**src/rtl/decoder_intra_luma4x4.sv**
```systemverilog
// decoder_intra_luma4x4 -- reconstructs one 4x4 luma block as clip(pred + residual).
//
// Sequence: start (in IDLE) latches mode, neighbours and availability flags,
// then PRED (1 cycle) builds the 16-entry prediction, STREAM accepts 16 raster
// residual beats, and DONE pulses done_luma4x4 for one cycle.
//
// Ports:
//   clk, reset      clock; synchronous active-low reset
//   start           one-cycle request, honoured only in IDLE
//   mode            0=vertical 1=horizontal 2=DC 3=diag-down-left, others DC
//   top_pix         t[0..7], t[i] at bits [i*BIT_DEPTH +: BIT_DEPTH]
//   left_pix        l[0..3], same packing
//   top_avail, left_avail  neighbour availability
//   busy            high from the cycle after start until done_luma4x4 falls
//   res_valid/res_ready/res_data  signed residual stream, raster order
//   pix_valid/pix_data/pix_idx    reconstructed pixel, one cycle after its beat
//   done_luma4x4    one-cycle end-of-block pulse
//   mode_err        requested mode was unusable and DC was substituted
//
// Build option: define INTRA_DDL_EN to enable mode 3 (diagonal down-left).
// Without it, mode 3 falls back to DC with mode_err set.
module decoder_intra_luma4x4 #(
  parameter int BIT_DEPTH = 8,
  parameter int RES_WIDTH = BIT_DEPTH + 1
) (
  input  logic                   clk,
  input  logic                   reset,
  input  logic                   start,
  input  logic [3:0]             mode,
  input  logic [8*BIT_DEPTH-1:0] top_pix,
  input  logic [4*BIT_DEPTH-1:0] left_pix,
  input  logic                   top_avail,
  input  logic                   left_avail,
  output logic                   busy,
  input  logic                   res_valid,
  output logic                   res_ready,
  input  logic [RES_WIDTH-1:0]   res_data,
  output logic                   pix_valid,
  output logic [BIT_DEPTH-1:0]   pix_data,
  output logic [3:0]             pix_idx,
  output logic                   done_luma4x4,
  output logic                   mode_err
);

  localparam int SW = RES_WIDTH + 1;
`ifdef INTRA_DDL_EN
  localparam int NT = 8;
`else
  localparam int NT = 4;
`endif

  typedef enum logic [1:0] {S_IDLE, S_PRED, S_STREAM, S_DONE} state_t;
  typedef enum logic [1:0] {PM_VERT, PM_HORZ, PM_DC, PM_DDL} pmode_t;

  state_t                 state_q, state_d;
  pmode_t                 pm_q, pm_sel;
  logic                   err_sel;
  logic [BIT_DEPTH-1:0]   t_q [NT];
  logic [BIT_DEPTH-1:0]   l_q [4];
  logic                   top_q, left_q;
  logic [BIT_DEPTH-1:0]   pred_q [16];
  logic [BIT_DEPTH-1:0]   pred_d [16];
  logic [BIT_DEPTH+1:0]   sum_t, sum_l, dc_t, dc_l;
  logic [BIT_DEPTH+2:0]   sum_all;
  logic [BIT_DEPTH-1:0]   dc_val;
  logic [4:0]             cnt_q;
  logic                   beat;
  logic signed [SW-1:0]   recon_sum;
  logic [BIT_DEPTH-1:0]   recon_clip;

`ifdef INTRA_DDL_EN
  logic [BIT_DEPTH+1:0]   ddl_sum [7];
  logic [BIT_DEPTH-1:0]   ddl_val [7];
`else
  logic                   unused_top;
  assign unused_top = ^top_pix[8*BIT_DEPTH-1:4*BIT_DEPTH];
`endif

  // Effective prediction mode and fallback flag, resolved at start time.
  always_comb begin
    pm_sel  = PM_DC;
    err_sel = 1'b0;
    case (mode)
      4'd0: if (top_avail) pm_sel = PM_VERT; else err_sel = 1'b1;
      4'd1: if (left_avail) pm_sel = PM_HORZ; else err_sel = 1'b1;
      4'd2: pm_sel = PM_DC;
`ifdef INTRA_DDL_EN
      4'd3: if (top_avail) pm_sel = PM_DDL; else err_sel = 1'b1;
`endif
      default: err_sel = 1'b1;
    endcase
  end

  // Two-process FSM: register here, next state and handshake outputs below.
  always_ff @(posedge clk) begin
    if (!reset) state_q <= S_IDLE;
    else        state_q <= state_d;
  end

  always_comb begin
    state_d      = state_q;
    busy         = 1'b0;
    res_ready    = 1'b0;
    done_luma4x4 = 1'b0;
    case (state_q)
      S_IDLE:   if (start) state_d = S_PRED;
      S_PRED: begin
        busy    = 1'b1;
        state_d = S_STREAM;
      end
      S_STREAM: begin
        busy = 1'b1;
        // cnt_q[4] marks the drain cycle after beat 15, where the last pixel
        // is on the output register and no further beats are taken.
        res_ready = ~cnt_q[4];
        if (cnt_q[4]) state_d = S_DONE;
      end
      S_DONE: begin
        busy         = 1'b1;
        done_luma4x4 = 1'b1;
        state_d      = S_IDLE;
      end
      default: state_d = S_IDLE;
    endcase
  end

  assign beat = res_valid & res_ready;

  // DC value from the latched neighbours.
  always_comb begin
    sum_t = '0;
    sum_l = '0;
    for (int unsigned i = 0; i < 4; i++) begin
      sum_t = sum_t + {2'b00, t_q[i]};
      sum_l = sum_l + {2'b00, l_q[i]};
    end
    sum_all = {1'b0, sum_t} + {1'b0, sum_l} + (BIT_DEPTH+3)'(4);
    dc_t    = sum_t + (BIT_DEPTH+2)'(2);
    dc_l    = sum_l + (BIT_DEPTH+2)'(2);
    if (top_q && left_q) dc_val = sum_all[BIT_DEPTH+2:3];
    else if (top_q)      dc_val = dc_t[BIT_DEPTH+1:2];
    else if (left_q)     dc_val = dc_l[BIT_DEPTH+1:2];
    else                 dc_val = {1'b1, {(BIT_DEPTH-1){1'b0}}};
  end

`ifdef INTRA_DDL_EN
  // Diagonal down-left depends only on x+y, so 7 filter taps cover the block.
  always_comb begin
    for (int unsigned i = 0; i < 6; i++) begin
      ddl_sum[i] = {2'b00, t_q[i]} + {1'b0, t_q[i+1], 1'b0} + {2'b00, t_q[i+2]}
                 + (BIT_DEPTH+2)'(2);
    end
    ddl_sum[6] = {2'b00, t_q[6]} + {1'b0, t_q[7], 1'b0} + {2'b00, t_q[7]}
               + (BIT_DEPTH+2)'(2);
    for (int unsigned i = 0; i < 7; i++) ddl_val[i] = ddl_sum[i][BIT_DEPTH+1:2];
  end
`endif

  always_comb begin
    for (int unsigned y = 0; y < 4; y++) begin
      for (int unsigned x = 0; x < 4; x++) begin
        case (pm_q)
          PM_VERT: pred_d[4*y+x] = t_q[x];
          PM_HORZ: pred_d[4*y+x] = l_q[y];
`ifdef INTRA_DDL_EN
          PM_DDL:  pred_d[4*y+x] = ddl_val[x+y];
`endif
          default: pred_d[4*y+x] = dc_val;
        endcase
      end
    end
  end

  // Reconstruction: sign bit clear plus any bit at or above BIT_DEPTH set
  // means overflow past the pixel maximum.
  always_comb begin
    recon_sum = $signed({{(SW-BIT_DEPTH){1'b0}}, pred_q[cnt_q[3:0]]})
              + SW'($signed(res_data));
    if (recon_sum[SW-1])                 recon_clip = '0;
    else if (|recon_sum[SW-2:BIT_DEPTH]) recon_clip = '1;
    else                                 recon_clip = recon_sum[BIT_DEPTH-1:0];
  end

  // Datapath registers without reset: only meaningful after a start.
  always_ff @(posedge clk) begin
    if (state_q == S_IDLE && start) begin
      for (int unsigned i = 0; i < NT; i++) t_q[i] <= top_pix[i*BIT_DEPTH +: BIT_DEPTH];
      for (int unsigned i = 0; i < 4; i++)  l_q[i] <= left_pix[i*BIT_DEPTH +: BIT_DEPTH];
      top_q  <= top_avail;
      left_q <= left_avail;
      pm_q   <= pm_sel;
    end
    if (state_q == S_PRED) begin
      for (int unsigned i = 0; i < 16; i++) pred_q[i] <= pred_d[i];
    end
  end

  always_ff @(posedge clk) begin
    if (!reset) begin
      cnt_q     <= '0;
      pix_valid <= 1'b0;
      pix_data  <= '0;
      pix_idx   <= '0;
      mode_err  <= 1'b0;
    end else begin
      pix_valid <= beat;
      if (beat) begin
        pix_data <= recon_clip;
        pix_idx  <= cnt_q[3:0];
        cnt_q    <= cnt_q + 5'd1;
      end
      if (state_q == S_IDLE && start) begin
        cnt_q    <= '0;
        mode_err <= err_sel;
      end
    end
  end

endmodule

```
**config.mk**
```make
export PLATFORM = sky130hd
export DESIGN_NAME = decoder_intra_luma4x4
export DESIGN_NICKNAME = d
export VERILOG_FILES = /design/src/rtl/decoder_intra_luma4x4.sv
export SDC_FILE = /design/constraint.sdc
export NUM_CORES = 1
export LEC_CHECK = 0
export CORE_ASPECT_RATIO = 1.1
export CORE_MARGIN = 4
export CORE_UTILIZATION = 62
export DETAILED_ROUTE_END_ITERATION = 7
export PLACE_DENSITY = 0.87
export SETUP_SLACK_MARGIN = 0.05
export SLEW_MARGIN = 15
export SYNTH_ARGS = -nofsm -noshare
export SYNTH_HDL_FRONTEND = slang
export SYNTH_SLANG_ARGS = --single-unit
```
**constraint.sdc**
```tcl
create_clock -name clk -period 10.4 [get_ports clk]
set_clock_uncertainty 0.1 [all_clocks]
set_input_delay 1.56 -clock clk [delete_from_list [all_inputs] [get_ports clk]]
set_output_delay 1.56 -clock clk [all_outputs]
set_load 0.01 [all_outputs]
```
# [After elaboration in Yosys (flattened, before gate mapping)]
# Memories as Yosys holds them, arrays and structs flattened. A register that Yosys moved wholly into a read port is not among the register bits.
# Index checks and enable logic that the tools add are counted.
[word_totals] ff_bits=25 ramBits=192 out_inout_bits=17 wordCells=82 n_memories=3
[op_classes] n_addsub=12 n_eq_ne=8 muxes=39 n_bitwise=3 reduce_logical=8
[mem_list] memory="pred_q" words=16 word_bits=8 rd=1 rd_clocked_by_memory_dff=1 wr=16 line_no="61" rtl="logic [BIT_DEPTH-1:0] pred_q [16];"
[mem_list] memory="l_q" words=4 word_bits=8 rd=4 rd_clocked_by_memory_dff=0 wr=4 line_no="59" rtl="logic [BIT_DEPTH-1:0] l_q [4];"
[mem_list] memory="t_q" words=4 word_bits=8 rd=4 rd_clocked_by_memory_dff=0 wr=4 line_no="58" rtl="logic [BIT_DEPTH-1:0] t_q [NT];"
[ops] op="one-hot mux 8 bit (2 select lines)" count=16
[ops] op="2-to-1 mux 8 bit" count=5
[ops] op="adder 10 x 2 -> 10 bit (second input constant)" count=2
[ops] op="adder 10 x 8 -> 10 bit" count=2
[ops] op="adder 9 x 8 -> 10 bit" count=2
[ops] op="adder 8 x 8 -> 9 bit" count=2
[ops] op="adder 10 x 10 -> 11 bit" count=1
[ops] op="adder 11 x 3 -> 11 bit (second input constant)" count=1
[ops] op="adder 9 x 9 -> 10 bit" count=1
[ops] op="2-to-1 mux 1 bit" count=9
[ops] op="2-to-1 mux 2 bit" count=4
[ops] op="2-to-1 mux 4 bit" count=2
[ops] op="one-hot mux 2 bit (4 select lines)" count=1
[ops] op="adder 5 x 1 -> 5 bit (second input constant)" count=1
[ops] op="== test 2 x 1 -> 1 bit (second input constant)" count=2
[ops] op="== test 2 bit (second input constant)" count=2
[ops] op="== test 4 x 1 -> 1 bit (second input constant)" count=1
[ops] op="== test 4 x 2 -> 1 bit (second input constant)" count=1
[ops] op="logical NOT 2 bit" count=2
[ops] op="logical NOT 4 bit" count=1
[ops] op="!= test 2 bit (second input constant)" count=2
[ops] op="one-hot mux 2 bit (2 select lines)" count=1
[ops] op="one-hot mux 1 bit (3 select lines)" count=1
[ops] op="OR reduction 3 bit" count=1
[ops] op="other kinds (5)" count=7

# [Logic depth before layout (Yosys ltp)]
# Gate-level depths: netlist of run 1.
[depth] depth_word=8 ltp_mapped=20 ltp_nobuf=19

# [Least setup slack after synthesis of run 1]
# No wires, ideal clock.
[synth_timing] kind="flip-flop to flip-flop" startpoint="memory l_q[3][1]" endpoint="memory pred_q[10][6], data pin" setup_time_ns=0.264 arrival_ns=4.732 t_required_ns=10.036 slack_ns=5.305 path_stages_with_launch=20 n_path_buf=1 period_less_slack_ns=5.095 path_cell_list="edfxtp_1 > inv_1 > fa_1 > inv_1 > fa_1 > ha_1 > fa_1 > a211o_4 > a2111oi_1 > nor3b_2 > xnor2_1 > ha_1 > a21oi_1 > nand2_1 > a221oi_1 > xor2_1 > a31oi_1 > o221ai_2 > buf_2 > nand3_1"
[synth_lines] item="start: declaration" line_no="59"
[synth_lines] item="end: declaration" line_no="61"

==> reports/results.tsv, run 1 <==
stage	metric	value	unit
clock_tree	holdBufCountCts	0	
setup_path	required	10.51	ns
drt	drc	0	
place	dpl.cell_count	1279	
hold_path	min_path_type	reg2reg	
finish	finalNetCount	1258	
global_route	met3_usage	3.906	%
logic_synthesis	ys_types	73	
logic_synthesis	ys_ff_latch	221	
floorplanning	ios	132	
logic_synthesis	synth-xor-area-share	1.769	%
drt	first_pass_iters	6	
logic_synthesis	yosysTopAreaCellShare	49.54	%
clock_tree	cts.path.max_buffers	3	
floorplanning	die-area	21440	um^2
drt	wl	28070	um
drt	antenna_left	0	
drt	initialDrtViolationCount	1042	
timing	slew_headroom	34.23	%
logic_synthesis	yosysTopAreaCell	edfxtp_1	
logic_synthesis	syn_area_per_cell	12.35	um^2
timing	maxSlewViolCount	0	
logic_synthesis	synth_compound_area_share	10.71	%
logic_synthesis	synth_area	11880	um^2
floorplanning	initial_core_util	63.84	%
logic_synthesis	synth-adder-area-share	10.83	%
clock_tree	cts_sinks	221	
place	portBuffers	99	
logic_synthesis	ys_warn_count	0	
place	gp_congestion	0.9009	
logic_synthesis	seq_area_frac_synth	53.75	%
global_route	met2_usage	46.76	%
place	dp_hpwl	19730	um
logic_synthesis	yosys-top-cells-area	edfxtp_1 (50%), mux4_2 (7.6%), fa_1 (5.6%), ha_1 (5.3%), dfxtp_1 (4.2%)	
setup_path	critPathLaunchType	flop	
floorplanning	die_y	153.2	um
logic_synthesis	synthArstFlopShare	0	%
clock_tree	cts_tree	yes	
run_status	outcome	finished clean	
setup_path	critPathKind	reg2reg	
timing	fmax	170.6	MHz
finish	drive_gt1_share	9.294	%
global_route	grt_max_degree	81	
clock_tree	postCtsSetupRepairBufs	0	
finish	area_growth	16.59	%
timing	fin_crit	5.861	ns
setup_path	cp-end-kind	flop	
clock_tree	clk_transition_reported_paths	0.06	ns
global_route	grt_pass1_vias	8391	
logic_synthesis	synthSimpleGateAreaFrac	10.35	%
logic_synthesis	synth_edf_count	196	
timing	timing.hold.ws	0.3525	ns
setup_path	crit_arrival	5.97	ns
clock_tree	cts-resized-gates	0	
logic_synthesis	synth_top_family_by_area	adder cells	
drt	vias	8224	
clock_tree	root_buffer	clkbuf_16	
global_route	met1_usage	32.09	%
logic_synthesis	ys_top_cells_by_count	edfxtp_1 (196), nand2_1 (117), inv_1 (107), a21oi_1 (64), nand3_1 (59)	
logic_synthesis	synth_mux_area_share	7.930	%
global_route	antenna_found_initial	1	
setup_path	crit_path_max_fanout	16	
logic_synthesis	synth_nets	1160	
floorplanning	rows	52	
timing	fin_crit_sh	56.35	%
floorplanning	die_w	140.0	um
clock_tree	numCtsBuffers	22	
global_route	overflow	0	
clock_tree	clock_latency	0.51	ns
timing	report.final.setup_viol	0	
logic_synthesis	yosysMostFrequentCell	edfxtp_1	
timing	max_slew.worst_pin.slew	0.9865	ns
timing	hold_viol	0	
floorplanning	design.core.area	18610	um^2
logic_synthesis	netlist_instances	962	
global_route	grt-busiest-layer	met2	
global_route	grt_usage	26.33	%
finish	final_cells	1319	
drt	vias_per_cell	6.235	
drt	wire_per_inst	21.28	um
timing	tns	0	ns
finish	n_antenna_cell	0	
job	maxCapViolations	0	
logic_synthesis	ys.flop_type	edfxtp_1	
timing	rsz0062_at_grt	false	
global_route	grt_pass1_wl	44660	um
clock_tree	cts_max_level	1	
-- final timing paths --
path	cells after the start	from	slack [ns]	to
max reg2reg	17	t_q[2][2]	4.54	pred_q[3][4]
min	2	pix_data[5]	0.35	pix_data[5]
min reg2reg	2	pix_data[5]	0.35	pix_data[5]
max	17	t_q[2][2]	4.54	pred_q[3][4]
-- flip-flops by register name, summed over array words and instances (netlist names), 2 cells and up, named ones only --
name and cells:
pred_q 128, pix_idx 4, pm_q 2, t_q 32, pix_data 8, state_q 2, cnt_q 5, l_q 32
-- cell type report --
class	instances	area, um^2
Timing Repair Buffer	105	1036
Tap cell	243	304.0
Fill cell	1170	4757
Multi-Input combinational cell	602	4957
Clock inverter	15	176.4
Inverter	108	405.4
Clock buffer	25	583.1
Sequential cell	221	6389
-- metal layers --
metal	up-vias	share of wire, %
li1	3748	-
met1	3913	36
met2	466	52
met3	97	8.3
met4	0	4.3
met5	-	0
-- logic make-up (layout without fill, tap and decap cells) --
logic type	after synthesis	count (layout)
DFF	221	221
adders and majority gates	83	83
xor gates and xnor gates	24	24
buffers and inverters	139	253
and+or+nand+nor	260	260
muxes	44	44
AOI/OAI and AO/OA	191	191
-- through the flow --
step                setup WS (ns)  utilization (%)  instance area (um^2)
floorplan                   5.305                -                 11880
global placement            4.770            70.33                 13090
detailed placement          4.678            70.33                 13090
CTS                         4.616            74.41                 13850
global route                4.099            74.44                 13850
finish                      4.539            74.44                 13850
-- placed cells by master (no fill, tap or decap), types with 8 or more instances in the layout --
cell type,netlist,layout
a211oi_1,8,8
mux4_2,40,40
clkbuf_16,0,23
a21boi_0,12,12
o21a_1,8,8
edfxtp_1,196,196
inv_1,107,106
dfxtp_1,25,23
fa_1,33,33
o21ai_0,28,28
clkdlybuf4s50_1,0,99
o211ai_1,17,17
xor2_1,11,11
a21oi_1,64,64
nand2_1,117,117
nor2_1,26,26
nor3_1,9,9
xnor2_1,13,13
nand3_1,59,59
ha_1,50,49
-- worst max-delay path, cell delays in order (launching register included) --
cell and delay [ns]:
edfxtp_1 0.43, inv_1 0.11, fa_1 0.47, fa_1 0.54
inv_1 0.08, ha_1 0.31, a21o_1 0.21, a211oi_1 0.49
nor2_1 0.15, ha_1 0.32, ha_1 0.31, o21ai_0 0.11
a221oi_1 0.64, o21a_1 0.23, o21a_1 0.12, nor3_1 0.07
nor4_4 0.73, a21oi_1 0.14
Power of run 1 is not shown: default switching activity piles up to over one toggle a cycle in this logic, so the estimate is an artifact.
==> run 2: changes to the inputs <==
--- a/config.mk
+++ b/config.mk
@@ -7,9 +7,9 @@
 export LEC_CHECK = 0
 export CORE_ASPECT_RATIO = 1.1
 export CORE_MARGIN = 4
-export CORE_UTILIZATION = 62
+export CORE_UTILIZATION = 52
 export DETAILED_ROUTE_END_ITERATION = 7
-export PLACE_DENSITY = 0.87
+export PLACE_DENSITY = 0.78
 export SETUP_SLACK_MARGIN = 0.05
 export SLEW_MARGIN = 15
 export SYNTH_ARGS = -nofsm -noshare
==> constraint.sdc (replaced) <==
create_clock -name clk -period 4.7 [get_ports clk]
set_clock_uncertainty 0.1 [all_clocks]
set_input_delay 0.705 -clock clk [delete_from_list [all_inputs] [get_ports clk]]
set_output_delay 0.705 -clock clk [all_outputs]
set_load 0.01 [all_outputs]
==> run 2 against run 1 <==
The flow now finishes with violations (negative setup slack). Global-route usage down 4.7 points. Via count is 3.9% higher. Final cell count grew 12%. Utilization fell by 5.4 points. Clock-buffer cell count increased by 9. Cell area grew 11%. Largest cell class unchanged. Highest routed layer unchanged.
==> reports/results.tsv, run 2 (synthesis gave the netlist of run 1 again) <==
stage	metric	value	unit	change
clock_tree	clock_latency	0.52	ns	about the same
clock_tree	root_buffer	clkbuf_16		
timing	maxSlewViolCount	0		unchanged
job	maxCapViolations	0		unchanged
global_route	grt_pass1_vias	8559		+2.0%
clock_tree	cts.path.max_buffers	3		unchanged
run_status	outcome	finished, violations left		
finish	fillerInstances	1489		+27%
setup_path	critPathKind	reg2reg		
hold_path	hold_path.startpoint	pix_data[6]		
finish	post-route-util	69.05	%	-5.4 points
finish	area_growth	29.32	%	
drt	initialDrtViolationCount	777		-25%
finish	n_antenna_cell	0		unchanged
place	dp_hpwl	19970	um	+1.2%
setup_path	rr_startpoint	l_q[2][1]		
drt	vias_per_cell	5.780		-7.3%
drt	vias	8548		+3.9%
finish	mostFrequentLayoutCell	edfxtp_1		
hold_path	hold_depth	2		unchanged
finish	drive_gt1_share	25.17	%	+16 points
global_route	grt_pass1_wl	44230	um	-0.96%
hold_path	min_to	pix_data[6]		
floorplanning	ios	132		unchanged
timing	rsz0062_at_grt	true		
floorplanning	die_w	152.1	um	+8.7%
setup_path	cp-end-kind	flop		
floorplanning	die_y	166.5	um	+8.7%
setup_path	r2r-end	pred_q[8][5]		
setup_path	required	4.86	ns	-5.65 ns
clock_tree	cts_max_level	1		unchanged
setup_path	crit_path_max_fanout	8		-8
finish	largestRegisters	pred_q x128, l_q x32, t_q x32		
timing	slew_headroom	47.29	%	+13 points
floorplanning	die-area	25330	um^2	+18%
timing	fin_crit_sh	109.7	%	+53 points
global_route	grt_max_degree	57		-30%
timing	hold_viol	0		unchanged
floorplanning	initial_core_util	53.39	%	-10 points
setup_path	r2r_cells	19		+2
finish	top_register	pred_q		
drt	drc	0		unchanged
timing	tns	-30.74	ns	-30.74 ns
timing	fin_crit	5.154	ns	-0.7064 ns
finish	largest_register_ffs	128		unchanged
setup_path	critPathLaunch	l_q[2][1]		
finish	ff_latch_area	6387	um^2	about the same
setup_path	crit_arrival	5.31	ns	-0.66 ns
finish	finalNetCount	1364		+8.4%
finish	multiInputGateArea	5484	um^2	+11%
floorplanning	rows	57		+9.6%
global_route	grt_usage	21.64	%	-4.7 points
drt	wl	28570	um	+1.8%
clock_tree	cts_tree	yes		
place	portBuffers	99		unchanged
setup_path	rrSetupSlack	-0.45	ns	-4.99 ns
clock_tree	holdBufCountCts	0		unchanged
timing	report.final.setup_viol	96		+96
clock_tree	numCtsBuffers	24		+9.1%
floorplanning	design.core.area	22250	um^2	+20%
setup_path	critPathLaunchType	flop		
clock_tree	clk_transition_reported_paths	0.06	ns	about the same
timing	fmax	194.0	MHz	+14%
place	gp_congestion	0.9138		+1.4%
timing	setup_ws	-0.4542	ns	-4.994 ns
global_route	overflow	0		unchanged
run_status	violations	negative setup slack		
hold_path	min_path_type	reg2reg		
clock_tree	cts_sinks	221		unchanged
timing	max_slew.worst_pin.slew	0.7896	ns	-0.1970 ns
global_route	antenna_found_initial	0		-1
finish	layout_common_cells	edfxtp_1 (196), nand2_1 (111), clkdlybuf4s50_1 (99)		
drt	antenna_left	0		unchanged
drt	first_pass_iters	6		unchanged
drt	wire_per_inst	19.32	um	-9.2%
-- run 2: cell types whose count changed in the layout (fill, tap and decap cells not counted), sizes merged --
cell and change:
buf +103, clkbuf +10, bufinv -4, clkinv -1, clkinvlp -1, inv +1
-- run 2: worst max-delay path: stages (launching register included) --
cell	delay, ns
edfxtp_1	0.39
inv_1	0.07
fa_1	0.51
inv_1	0.05
fa_1	0.45
ha_2	0.22
fa_2	0.41
a211o_4	0.38
a2111oi_4	0.31
nor3b_2	0.11
xnor2_1	0.26
ha_1	0.33
buf_4	0.16
buf_4	0.14
a31oi_4	0.17
xor2_1	0.15
nand3_1	0.15
o2111ai_4	0.23
clkbuf_16	0.23
nand3_2	0.08
-- run 2: cell type report --
| cell class | count | area share [%] |
|---|---|---|
| inverters | 108 | 2.655 |
| multi-input cells | 602 | 35.70 |
| clock buffers | 34 | 4.422 |
| clock inverters | 10 | 0.3991 |
| repair buffers | 209 | 12.85 |
| well taps | 295 | 2.402 |
| flip-flops and latches | 221 | 41.58 |
-- run 2: worst max path at each step --
stage / endpoint / slack (ns)
floorplan: pred_q[4][6] / 0.002
global placement: pred_q[4][6] / -0.28
detailed placement: pred_q[4][3] / -0.41
CTS: pred_q[1][6] / -0.33
global route: pred_q[1][6] / -0.59
finish: pred_q[8][5] / -0.45
-- run 2: layer usage --
metal	share of wire (%)	vias to the layer above	track usage (%)
li1	-	3952	-
met1	37	4100	26.89
met2	52	411	38.67
met3	7.3	85	2.803
met4	4.0	0	8.288
met5	0	-	0
-- run 2: timing repair --
action / 4_1_cts / 5_1_grt
setup buffers: 15 / 9
resized for setup: 55 / 65
gates cloned: 2 / 1
pin swaps: 17 / 29
endpoints found under the hold margin: 0 / 0
endpoints found under the setup margin: 128 / 128
-- run 2: per-stage QoR --
step | area [um^2] | hold WS, ns | setup slack [ns] | instances
6_report | 15360 | 0.3538 | -0.4542 | 1479
3_5_place_dp | 13910 | 0.3421 | -0.4127 | 1410
2_1_floorplan | 11990 | 0.3409 | 0.001838 | 962
3_3_place_gp | 13910 | 0.3326 | -0.2783 | 1410
5_1_grt | 15360 | 0.3676 | -0.5912 | 1479
4_1_cts | 15030 | 0.3550 | -0.3325 | 1471
Power of run 2 is left out for the same reason.
==> run 3: changes to the inputs <==
--- a/config.mk
+++ b/config.mk
@@ -9,6 +9,7 @@
 export CORE_MARGIN = 4
 export CORE_UTILIZATION = 52
 export DETAILED_ROUTE_END_ITERATION = 7
+export HOLD_SLACK_MARGIN = 0.03
 export PLACE_DENSITY = 0.78
 export SETUP_SLACK_MARGIN = 0.05
 export SLEW_MARGIN = 15
==> results of run 3 <==
Same layout as run 2: the final DEF is identical, and so are final timing and power.
Power of run 3 is left out for the same reason.
